[config.mk]
export PLATFORM = sky130hd
export DESIGN_NAME = program_loader_flat
export DESIGN_NICKNAME = d
export VERILOG_FILES = /design/src/rtl/program_loader_pkg.sv /design/src/rtl/program_loader_if.sv /design/src/rtl/program_loader.sv /design/src/flat_wrapper.sv
export SDC_FILE = /design/constraint.sdc
export NUM_CORES = 1
export LEC_CHECK = 0
export CORE_AREA = 2 2 81 83
export CTS_BUF_LIST = sky130_fd_sc_hd__clkbuf_4 sky130_fd_sc_hd__clkbuf_8
export CTS_CLUSTER_DIAMETER = 50
export DETAILED_ROUTE_END_ITERATION = 16
export DIE_AREA = 0 0 83 85
export PLACE_DENSITY = 0.69
export REMOVE_ABC_BUFFERS = 1
export SETUP_SLACK_MARGIN = 0.15
export SLEW_MARGIN = 20
export SYNTH_ARGS = -nofsm -noshare
export SYNTH_HDL_FRONTEND = slang
export SYNTH_SLANG_ARGS = --single-unit
[constraint.sdc]
create_clock -name i_clk -period 2.2 [get_ports i_clk]
set_input_delay 0.22 -clock i_clk [delete_from_list [all_inputs] [get_ports i_clk]]
set_output_delay 0.22 -clock i_clk [all_outputs]
set_load 0.05 [all_outputs]
[src/rtl/program_loader_pkg.sv]
// Shared definitions for the UART-driven program loader: FSM encoding,
// host command bytes and the end-of-program marker.
package program_loader_pkg;

    typedef enum logic [2:0] {
        ST_IDLE,
        ST_RECV,
        ST_WRITE,
        ST_LOADED,
        ST_RUN,
        ST_ERROR
    } loader_state_t;

    localparam logic [7:0]  CMD_LOAD   = 8'h4C;
    localparam logic [7:0]  CMD_RUN    = 8'h52;
    localparam logic [31:0] END_MARKER = 32'hFFFF_FFFF;

endpackage

[src/rtl/program_loader_if.sv]
// Byte-in / word-out bus between the UART receiver, the loader and the
// MIPS program memory write port plus the CPU enable/status lines.
interface program_loader_if #(
    parameter int LEN      = 32,
    parameter int NB_PADDR = 5
);
    logic [7:0]          i_rx_data;
    logic                i_rx_valid;
    logic                o_wr_en;
    logic [NB_PADDR-1:0] o_wr_addr;
    logic [LEN-1:0]      o_wr_data;
    logic                o_cpu_en;
    logic                o_done;
    logic                o_error;

    modport master (
        output i_rx_data, i_rx_valid,
        input  o_wr_en, o_wr_addr, o_wr_data, o_cpu_en, o_done, o_error
    );

    modport slave (
        input  i_rx_data, i_rx_valid,
        output o_wr_en, o_wr_addr, o_wr_data, o_cpu_en, o_done, o_error
    );
endinterface

[src/rtl/program_loader.sv]
// Loads big-endian instruction words received over UART into program memory,
// then releases the MIPS pipeline on the run command.
module program_loader
    import program_loader_pkg::*;
#(
    parameter int LEN               = 32,
    parameter int RAM_DEPTH_PROGRAM = 32,
    parameter int NB_PADDR          = $clog2(RAM_DEPTH_PROGRAM)
) (
    input  logic                i_clk,
    input  logic                i_rst,
    program_loader_if.slave     bus
);

    // Address counter is one bit wider so "memory full" is representable without wrapping.
    localparam logic [NB_PADDR:0] DEPTH_LIMIT = (NB_PADDR+1)'(RAM_DEPTH_PROGRAM);

    loader_state_t     state, state_next;
    logic [1:0]        byte_cnt, byte_cnt_next;
    logic [NB_PADDR:0] word_addr, word_addr_next;
    logic [LEN-1:0]    word, word_next;
    logic [LEN-1:0]    assembled;
    logic [NB_PADDR:0] base_addr;

    always_ff @(posedge i_clk or negedge i_rst) begin
        if (!i_rst) begin
            state <= ST_IDLE;
        end else begin
            state <= state_next;
        end
    end

    always_ff @(posedge i_clk or negedge i_rst) begin
        if (!i_rst) begin
            byte_cnt  <= '0;
            word_addr <= '0;
            word      <= '0;
        end else begin
            byte_cnt  <= byte_cnt_next;
            word_addr <= word_addr_next;
            word      <= word_next;
        end
    end

    always_comb begin
        state_next     = state;
        byte_cnt_next  = byte_cnt;
        word_addr_next = word_addr;
        word_next      = word;
        // Shifting in at the bottom leaves the first byte of a word in the top lane.
        assembled      = {word[LEN-9:0], bus.i_rx_data};
        base_addr      = (state == ST_WRITE) ? word_addr + (NB_PADDR+1)'(1) : word_addr;

        case (state)
            ST_IDLE: begin
                if (bus.i_rx_valid) begin
                    if (bus.i_rx_data == CMD_LOAD) begin
                        state_next     = ST_RECV;
                        byte_cnt_next  = '0;
                        word_addr_next = '0;
                    end else begin
                        state_next = ST_ERROR;
                    end
                end
            end

            // WRITE also accepts a byte so a back-to-back stream loses nothing.
            ST_RECV, ST_WRITE: begin
                word_addr_next = base_addr;
                state_next     = ST_RECV;
                if (bus.i_rx_valid) begin
                    word_next     = assembled;
                    byte_cnt_next = byte_cnt + 2'd1;
                    if (byte_cnt == 2'd3) begin
                        if (assembled == LEN'(END_MARKER)) begin
                            state_next = ST_LOADED;
                        end else if (base_addr == DEPTH_LIMIT) begin
                            state_next = ST_ERROR;
                        end else begin
                            state_next = ST_WRITE;
                        end
                    end
                end
            end

            ST_LOADED: begin
                if (bus.i_rx_valid) begin
                    if (bus.i_rx_data == CMD_RUN) begin
                        state_next = ST_RUN;
                    end else if (bus.i_rx_data == CMD_LOAD) begin
                        state_next     = ST_RECV;
                        byte_cnt_next  = '0;
                        word_addr_next = '0;
                    end
                end
            end

            default: begin
                state_next = state;
            end
        endcase
    end

    // Outputs decode the state register directly so reset clears them without waiting a clock.
    assign bus.o_wr_en   = (state == ST_WRITE);
    assign bus.o_wr_addr = word_addr[NB_PADDR-1:0];
    assign bus.o_wr_data = word;
    assign bus.o_cpu_en  = (state == ST_RUN);
    assign bus.o_done    = (state == ST_LOADED) || (state == ST_RUN);
    assign bus.o_error   = (state == ST_ERROR);

endmodule

[src/flat_wrapper.sv]
// flat-port wrapper written by rule: the top's interface ports become plain ports
module program_loader_flat import program_loader_pkg::*;
#(
    parameter int LEN               = 32,
    parameter int RAM_DEPTH_PROGRAM = 32,
    parameter int NB_PADDR          = $clog2(RAM_DEPTH_PROGRAM)
)
  (i_clk, i_rst, bus_i_rx_data, bus_i_rx_valid, bus_o_wr_en, bus_o_wr_addr, bus_o_wr_data, bus_o_cpu_en, bus_o_done, bus_o_error);
  program_loader_if #(.LEN(LEN), .NB_PADDR(NB_PADDR)) bus_i ();
  input  logic i_clk;
  input  logic i_rst;
  input wire logic [$bits(bus_i.i_rx_data)-1:0] bus_i_rx_data;
  input wire logic [$bits(bus_i.i_rx_valid)-1:0] bus_i_rx_valid;
  output wire logic [$bits(bus_i.o_wr_en)-1:0] bus_o_wr_en;
  output wire logic [$bits(bus_i.o_wr_addr)-1:0] bus_o_wr_addr;
  output wire logic [$bits(bus_i.o_wr_data)-1:0] bus_o_wr_data;
  output wire logic [$bits(bus_i.o_cpu_en)-1:0] bus_o_cpu_en;
  output wire logic [$bits(bus_i.o_done)-1:0] bus_o_done;
  output wire logic [$bits(bus_i.o_error)-1:0] bus_o_error;
  assign bus_i.i_rx_data = bus_i_rx_data;
  assign bus_i.i_rx_valid = bus_i_rx_valid;
  assign bus_o_wr_en = bus_i.o_wr_en;
  assign bus_o_wr_addr = bus_i.o_wr_addr;
  assign bus_o_wr_data = bus_i.o_wr_data;
  assign bus_o_cpu_en = bus_i.o_cpu_en;
  assign bus_o_done = bus_i.o_done;
  assign bus_o_error = bus_i.o_error;
  program_loader #(.LEN(LEN), .RAM_DEPTH_PROGRAM(RAM_DEPTH_PROGRAM), .NB_PADDR(NB_PADDR)) u_core (.i_clk(i_clk), .i_rst(i_rst), .bus(bus_i));
endmodule
==> impl_metrics.env <==
export IMPL_via_count=1547
export IMPL_yosysWarnings=0
export IMPL_initial_core_util_pct=34.06
export IMPL_grt_first_pass_wirelength_mm=7.762
export IMPL_final_max_slew_viol_count=0
export IMPL_dp_hpwl_mm=3.376
export IMPL_clock_sinks=43
export IMPL_cts_tree="built"
export IMPL_clk_pin_slew_ps=80
export IMPL_cts_htree_levels=2
export IMPL_maxCapViolations=0
export IMPL_ant_nets=0
export IMPL_ys_ff_latch=43
export IMPL_ctsLongestPathBuffers=2
export IMPL_grt_max_degree=34
export IMPL_antennaDiodeCount=0
export IMPL_hold_viol=0
export IMPL_antenna_found_initial=0
export IMPL_first_iter_violations=105
export IMPL_synthCells=178
export IMPL_grt_overflow=0
export IMPL_syn_cell_area_um2=2113
export IMPL_arrival_ps=2170
export IMPL_drc=0
export IMPL_start_kind="flip-flop"
export IMPL_synth_edf_count=0
export IMPL_final_nets=242
export IMPL_ys_seq_area_share_pct=50.92
export IMPL_drive_gt1_share_pct=30.43
export IMPL_rsz0062_at_grt="false"
export IMPL_worstSetupEndpointType="flip-flop"
export IMPL_status="finished, final reports clean"
export IMPL_whs_ps=411.8
export IMPL_cts_root_buf="clkbuf_8"
export IMPL_core_um2=6205
export IMPL_finalWirelength_mm=4.532
export IMPL_cts_buffers=5
export IMPL_grt_usage_pct=13.56
export IMPL_syn_area_per_cell_um2=11.87
export IMPL_post_cts_buffers=0
export IMPL_grt_pass1_vias=1528
export IMPL_fmax_mhz=517.2
export IMPL_die_w_um=83
export IMPL_die_height_um=85
export IMPL_rows=29
export IMPL_relSlewSlack_pct=65.21
export IMPL_synthArstFlopShare_pct=100.0
export IMPL_firstDrtPassIters=4
export IMPL_setup_viol=0
export IMPL_hp_class="in2async"
export IMPL_criticalPathCategory="reg2reg"
export IMPL_critPathMaxFanout=11
export IMPL_dieArea_um2=7055
export IMPL_wl_per_cell_um=14.76
export IMPL_worst_skew_pair_late_latency_ps=300
export IMPL_setup_tns_ps=0
export IMPL_fin_skew_ps=3.809
export IMPL_cp_required_ps=2440
export IMPL_synth_ff_type="dfrtp_1"
export IMPL_gp_congestion=0.8834
export IMPL_syn_to_final_growth_pct=33.45
export IMPL_min_period_over_period_pct=87.88
export IMPL_ios=52
export IMPL_min_period_ps=1933
export IMPL_port_buffer_count=51
export IMPL_tightest_slew_ps=520.3
export IMPL_via_per_inst=5.039
export IMPL_synth_cell_types=48
-- Yosys cell counts, drive strengths merged (2+ instances only) --
cell type  number  share of area, %
buf            12               4.0
nand3           6               1.4
o21ai          10               2.4
nor4            4               1.5
and2b           2              0.83
o21bai          2              0.71
a21oi           2              0.47
nand2          12               2.1
nand2b          4               1.2
ha              2               1.2
nand4           6               1.8
or3b            2              0.95
and2            2              0.65
nor3            3              0.71
inv             3              0.53
nor3b           2              0.71
dfrtp          43                51
or3             3              0.95
mux2           32                17
nor2            5              0.89
-- placed cells by master (no fill, tap or decap), drive strengths merged, types with 3 or more instances in the layout --
| cell | count |
|---|---|
| or3 | 3 |
| nor4 | 4 |
| nand4 | 6 |
| nor3 | 3 |
| inv | 4 |
| nand3 | 6 |
| buf | 9 |
| clkbuf | 6 |
| o21ai | 10 |
| dfrtp | 43 |
| clkdlybuf4s50 | 46 |
| nand2b | 4 |
| nand2 | 12 |
| mux2 | 32 |
| nor2 | 5 |
-- worst paths after layout --
kind,startpoint,endpoint,slack [ps],depth (start not counted)
max in group asynchronous,i_rst,u_core.state[2],1230,3
min reg2reg,u_core.byte_cnt[1],u_core.byte_cnt[1],500,1
min in group i_clk,u_core.byte_cnt[1],u_core.byte_cnt[1],500,1
max reg2reg,u_core.state[2],u_core.state[2],270,5
max,u_core.state[2],u_core.state[2],270,5
min,i_rst,u_core.word_addr[0],410,2
-- critical path: stages (launching register included) --
cell and delay [ps]:
dfrtp_2 480, or3b_2 540, nor3b_1 240, o2111ai_2 200, nor3_1 250, o22a_1 170
-- sequential cells by signal (all words and copies together) (netlist names) --
signal	count
u_core.state	3
u_core.word_addr	6
u_core.bus.o_wr_data	32
u_core.byte_cnt	2
-- stage by stage --
step / setup slack [ps] / cells / cell area, um2 / utilization (%)
4_1_cts: 192.7 / 307 / 2811 / 45.31
5_1_grt: 154.3 / 307 / 2820 / 45.45
3_3_place_gp: 105.2 / 298 / 2681 / 43.21
2_1_floorplan: 177.6 / 165 / 2024 / -
6_report: 266.5 / 307 / 2820 / 45.45
3_5_place_dp: 44.41 / 298 / 2681 / 43.21
-- kinds of logic after synthesis --
| family | synth area share, % |
|---|---|
| buf+inv | 4.736 |
| compound gates | 9.118 |
| xor+xnor | 0.8290 |
| simple gates | 16.16 |
| fa+ha+maj | 1.184 |
| flops | 50.92 |
| mux | 17.05 |
-- what timing repair did --
action                                 4_1_cts  5_1_grt
hold buffers                                 1        0
cloned                                       0        0
setup endpoints to repair                    1        2
resized for setup                            1        4
endpoints found under the hold margin       19        0
-- per-layer routing --
metal,up-vias,GRT usage [%],share of wire (%)
met5,-,0,0
met1,756,17.75,47
met4,0,4.471,1.7
met2,31,22.14,48
met3,8,3.405,3.2
li1,752,-,-
-- cell type report --
cell class | count | area (um2)
fillers | 576 | 3385
clock inverters | 2 | 38.79
repair buffers | 57 | 569.3
multi-input cells | 119 | 942.2
flip-flops and latches | 43 | 1080
inverters | 3 | 11.26
well taps | 77 | 96.34
clock buffers | 6 | 82.58
Power is left out: the tool's default activity adds up to more than one toggle a clock period on the data nets, which glitch-free logic cannot reach.
